[src/rtl/uart_irq_ctrl.sv]
// uart_irq_ctrl: aggregates the UART per-cause interrupt lines into one
// registered CPU interrupt with claim/complete handshake and holdoff timer.
module uart_irq_ctrl #(
  parameter int NUM_SRC       = 8,
  parameter int ID_WIDTH      = $clog2(NUM_SRC),
  parameter int HOLDOFF_WIDTH = 16
) (
  input  logic                     clk_i,
  input  logic                     rst_i,
  input  logic [NUM_SRC-1:0]       src_i,
  input  logic [NUM_SRC-1:0]       cfg_edge_i,
  input  logic [NUM_SRC-1:0]       cfg_en_i,
  input  logic [HOLDOFF_WIDTH-1:0] cfg_holdoff_i,
  input  logic                     claim_valid_i,
  output logic                     claim_ready_o,
  output logic [ID_WIDTH-1:0]      claim_id_o,
  input  logic                     complete_valid_i,
  input  logic [ID_WIDTH-1:0]      complete_id_i,
  output logic                     irq_o,
  output logic [NUM_SRC-1:0]       pending_o,
  output logic                     active_o
);

  typedef enum logic [1:0] {
    S_IDLE,
    S_ASSERT,
    S_CLAIMED,
    S_HOLDOFF
  } state_t;

  state_t                     state_q, state_d;
  logic [NUM_SRC-1:0]         src_q;
  logic [NUM_SRC-1:0]         pending_q, pending_d;
  logic [HOLDOFF_WIDTH-1:0]   cnt_q, cnt_d;
  logic [ID_WIDTH-1:0]        claimed_id_q, claimed_id_d;
  logic                       irq_q, active_q;
  logic [NUM_SRC-1:0]         eff;
  logic                       any_eff;
  logic [ID_WIDTH-1:0]        win;
  logic                       claim_fire;

  assign eff           = pending_q & cfg_en_i;
  assign any_eff       = |eff;
  assign claim_ready_o = (state_q == S_ASSERT) && any_eff;
  assign claim_id_o    = claim_ready_o ? win : '0;
  assign claim_fire    = claim_ready_o && claim_valid_i;

  assign irq_o     = irq_q;
  assign active_o  = active_q;
  assign pending_o = pending_q;

  // Fixed priority: scanning downward leaves the lowest set index as winner.
  always_comb begin
    win = '0;
    for (int unsigned i = NUM_SRC; i > 0; i--) begin
      if (eff[i-1]) win = ID_WIDTH'(i - 1);
    end
  end

  // Pending update: edge bits set on rising edge (set beats claim-clear), level bits track input.
  always_comb begin
    pending_d = '0;
    for (int unsigned i = 0; i < NUM_SRC; i++) begin
      if (cfg_edge_i[i]) begin
        pending_d[i] = (src_i[i] & ~src_q[i]) |
                       (pending_q[i] & ~(claim_fire && (win == ID_WIDTH'(i))));
      end else begin
        pending_d[i] = src_i[i];
      end
    end
  end

  // Next-state logic for the claim/complete/holdoff sequence.
  always_comb begin
    state_d      = state_q;
    cnt_d        = cnt_q;
    claimed_id_d = claimed_id_q;
    case (state_q)
      S_IDLE: begin
        if (any_eff) state_d = S_ASSERT;
      end
      S_ASSERT: begin
        if (claim_fire) begin
          claimed_id_d = win;
          state_d      = S_CLAIMED;
        end else if (!any_eff) begin
          state_d = S_IDLE;
        end
      end
      S_CLAIMED: begin
        if (complete_valid_i && (complete_id_i == claimed_id_q)) begin
          if (cfg_holdoff_i == '0) begin
            state_d = S_IDLE;
          end else begin
            cnt_d   = cfg_holdoff_i;
            state_d = S_HOLDOFF;
          end
        end
      end
      S_HOLDOFF: begin
        // Counter is never loaded with zero, so it stops at 1 and never wraps.
        if (cnt_q <= HOLDOFF_WIDTH'(1)) begin
          state_d = S_IDLE;
        end else begin
          cnt_d = cnt_q - HOLDOFF_WIDTH'(1);
        end
      end
      default: state_d = S_IDLE;
    endcase
  end

  // State, sampling and registered-output flops with synchronous reset.
  always_ff @(posedge clk_i) begin
    if (rst_i) begin
      state_q      <= S_IDLE;
      src_q        <= '0;
      pending_q    <= '0;
      cnt_q        <= '0;
      claimed_id_q <= '0;
      irq_q        <= 1'b0;
      active_q     <= 1'b0;
    end else begin
      state_q      <= state_d;
      src_q        <= src_i;
      pending_q    <= pending_d;
      cnt_q        <= cnt_d;
      claimed_id_q <= claimed_id_d;
      irq_q        <= (state_d == S_ASSERT);
      active_q     <= (state_d != S_IDLE);
    end
  end

endmodule

[config.mk]
export PLATFORM = sky130hd
export DESIGN_NAME = uart_irq_ctrl
export DESIGN_NICKNAME = d
export VERILOG_FILES = /design/src/rtl/uart_irq_ctrl.sv
export SDC_FILE = /design/constraint.sdc
export NUM_CORES = 1
export LEC_CHECK = 0
export CORE_UTILIZATION = 40
export DETAILED_ROUTE_END_ITERATION = 8
export GPL_ROUTABILITY_DRIVEN = 0
export PLACE_DENSITY = 0.82
export SYNTH_ARGS = -nofsm -noshare
export SYNTH_HDL_FRONTEND = slang
export SYNTH_SLANG_ARGS = --single-unit
[constraint.sdc]
create_clock -name clk_i -period 2.3 [get_ports clk_i]
set_clock_uncertainty 0.1 [all_clocks]
set_input_delay 0.345 -clock clk_i [delete_from_list [all_inputs] [get_ports clk_i]]
set_output_delay 0.345 -clock clk_i [all_outputs]
set_load 0.005 [all_outputs]
==> summary.txt <==
Status -> finished, final reports clean
Post-route insts no fill -> 434
Seq pwr share -> 0.466
Synth Instances -> 273
First DRT Iteration DRCs -> 137
Top cells by count, synth -> dfxtp_1 (39), nand2_1 (37), a21oi_1 (28), nor2_1 (23), o21ai_1 (13)
Post-synthesis mux area share -> 0.004665
Tcrit/Tclk final -> 0.9596
Final setup violation count -> 0
Maximum VDD drop -> 0.3292 mV
Worst hold-check path type -> reg2reg
Clock transition at the registers of the reported paths -> 0.07 ns
CP Launch Point -> cfg_en_i[2]
Minimum clock period -> 2.207 ns
Synth cell types -> 49
CP dominant cell by count -> buf_4
Pin count of the biggest net entering global routing -> 21
Detailed Routing Iterations Pass 1 -> 4
HPWL after DPL -> 4375 um
Part of the power in the clock network -> 0.298
Die span in x -> 75.24 um
Pleak -> 1.245 nW
Worst path bufs/invs -> 4
Post-DP Area -> 0.003034 sq mm
Combinational power share -> 0.236
RSZ-0062 raised after global routing -> no
YS warnings -> 0
Gr ovfl total -> 0
Placed insts -> 425
# nets final -> 413
Power Total -> 1.574 mW
I/O Buffers -> 60
Critical path class -> in2out
Clock net sink count -> 39
Largest family of logic cells by synthesized area -> simple AND/OR/NAND/NOR gates
Post-Synth XOR/XNOR Area -> 0.01224
Via-to-Cell Ratio -> 5.465
Seq cells post-synth -> 39
Vias in the first global route -> 2157
Reg2Reg Depth -> 7
WP data arrival -> 1.76 ns
Adder-Cell Fraction of Synth Area -> 0.01166
Cell Int Power -> 1.163 mW
Worst-margin pin slew -> 0.4456 ns
Slew headroom -> 0.7030
Initial Util -> 0.4175
Final Instance Area -> 0.003172 sq mm
RR Startpoint -> cnt_q[2]
Largest stage delay, worst path -> 0.49 ns
Antenna viol nets, final -> 0
Mapped Area -> 0.002146 sq mm
Cell taking the most area after synthesis -> dfxtp_1
Psw -> 0.4108 mW
Root buf cell -> clkbuf_8
Post-synth ARST share -> 0
Critical path capture point type -> output port
Level count of the clock H-tree -> 2
PD cells -> 496.2 mW/mm^2
Switch share -> 0.2610
Critical path's slowest cell -> clkdlybuf4s50_1
All-Layer GR Usage -> 0.2191
Die ar. -> 0.005661 sq mm
Syn avg cell area -> 7.860 sq um
Num CTS Buffers -> 5
Layout cell share with drive strength beyond 1 -> 0.1703
Storage cell area -> 780.7 sq um
Row Count -> 26
Fmax -> 453.1 MHz
# fillers -> 455
WL/cell -> 13.98 um
CTS Buffer Depth -> 2
Endpoint of the worst register-to-register path -> cnt_q[10]
# IOs -> 61
Worst-Skew Late Latency -> 0.29 ns
Count leader, synth -> dfxtp_1
Die height -> 75.24 um
Routed WL -> 6069 um
Ant. Diodes -> 0
P&R area growth vs syn -> 47.81%
Required @ worst endpoint -> 1.86 ns
Synth Area in Simple Gates -> 0.3032
Initial antenna violation count -> 0
Sequential cell area fraction in the yosys report -> 0.3638
Largest cells by area after synthesis -> dfxtp_1 (36%), a21oi_1 (6.5%), nand2_1 (6.5%), nor2_1 (4.0%), nor2b_1 (3.2%)
CTS tree -> built
First-pass GRT wire length -> 9390 um
Max-capacitance violation count -> 0
Commonest register cell after synthesis -> dfxtp_1
Drt drc -> 0
Via count -> 2372
R2R Setup Slk -> 0.10 ns
Largest delay share family, worst path -> buffers and inverters
Worst-path maximum fanout -> 4
Compound-Gate Fraction of Synth Area -> 0.2641
Slew Viols, Final -> 0
Hold_buf cts -> 0
Share of Yosys cell area claimed by the top area cell type -> 0.3638
Syn_nets -> 322
Area of the multi-input gates -> 0.001313 sq mm
Critical Path Source Type -> primary input
Critical-path cell list -> clkdlybuf4s50_1, a22oi_2, buf_4, buf_4, nor2b_1, nor3_1, dlygate4sd2_1
Crit path to -> claim_id_o[1]
Core box area -> 0.005140 sq mm
Post-synth EDFFs -> 0
Number of cells on the critical path -> 7
Endpoints failing hold -> 0
metrics by stage:
stage / hold WS (ns) / setup WS, ns / TNS (ns) / util
floorplan: 0.3283 / 0.002506 / 0 / -
global placement: 0.3460 / -0.1849 / -0.7204 / 0.5903
detailed placement: 0.3539 / -0.1944 / -1.171 / 0.5903
CTS: 0.3722 / 0.001497 / 0 / 0.6100
global route: 0.3846 / 0.00003175 / 0 / 0.6171
finish: 0.3662 / 0.09286 / 0 / 0.6171
layout by cell type (no fill, tap or decap), types with 2 or more instances in the layout:
cell type	synthesis	final
a21o_1	5	5
a22o_1	3	3
nor2_1	23	22
dfxtp_1	39	39
a22oi_1	7	5
xnor2_1	3	3
a22oi_2	0	2
nand3_1	7	6
a21oi_1	28	28
o21ai_0	5	4
nor3_1	8	8
nand2b_1	6	5
nor2b_1	11	11
nand4_1	3	3
and2_1	4	4
nor4_1	6	6
nor3b_1	2	2
clkbuf_8	0	6
buf_4	0	35
a32oi_1	2	2
o31ai_1	7	7
or2_2	8	8
dlygate4sd2_1	0	3
ha_1	2	2
a211oi_1	2	2
and3_1	4	4
o21ai_1	13	14
clkdlybuf4s50_1	0	55
dlymetal6s2s_1	0	2
inv_1	5	5
nand2_1	37	37
kinds of logic after synthesis:
logic type / after synthesis
muxes: 1
buffers and inverters: 17
xor gates and xnor gates: 3
AOI/OAI and AO/OA: 85
adders and majority gates: 2
and+or+nand+nor: 126
DFF: 39
timing repair:
action,4_1_cts,5_1_grt
pin swaps,0,6
setup endpoints to repair,4,3
resized for setup,8,5
buffers inserted,0,2
worst min-delay path by stage:
stage | startpoint | to | slack (ns) | depth (start not counted)
after floorplan | rst_i | src_q[2] | 0.33 | 1
after global placement | src_q[3] | pending_o[3] | 0.35 | 3
after detailed placement | src_q[0] | pending_o[0] | 0.35 | 2
after CTS | src_q[0] | pending_o[0] | 0.37 | 2
after global routing | src_q[1] | pending_o[1] | 0.38 | 2
final | src_q[0] | pending_o[0] | 0.37 | 2
final cells by class:
cell class | instances | share of cell area
tap | 70 | 0.02761
sequential | 39 | 0.2462
clock inverter | 1 | 0.001578
clock buffer | 6 | 0.02604
timing repair buffer | 96 | 0.2789
inverter | 5 | 0.005917
multi-input combinational | 217 | 0.4138
worst min-delay path, delay by kind of cell, from the launching register on:
family	cells	cell delay, ns
flops	1	0.30
compound gates	1	0.09
simple gates	1	0.05
state kept, by name, indices dropped and copies added (netlist names):
register and count:
pending_o 8, irq_o 1, active_o 1, src_q 8
claimed_id_q 3, state_q 2, cnt_q 16
metal layers:
metal / GRT usage / routed length, um / share of wire / up-vias
li1: - / - / - / 1173
met1: 0.2639 / 2590 / 0.43 / 1106
met2: 0.3844 / 2947 / 0.49 / 89
met3: 0.05890 / 490 / 0.081 / 4
met4: 0.06173 / 40 / 0.0066 / 0
met5: 0 / 0 / 0 / -
power by group through the flow:
| stage | combinational, mW | clock (mW) | sequential (mW) |
|---|---|---|---|
| after floorplan | 0.135 | 0 | 0.743 |
| after global placement | 0.348 | 0 | 0.747 |
| after detailed placement | 0.352 | 0 | 0.747 |
| after CTS | 0.358 | 0.476 | 0.732 |
| after global routing | 0.403 | 0.504 | 0.736 |
| final | 0.372 | 0.468 | 0.733 |
Note: power is estimated with default switching activity, not from simulation.
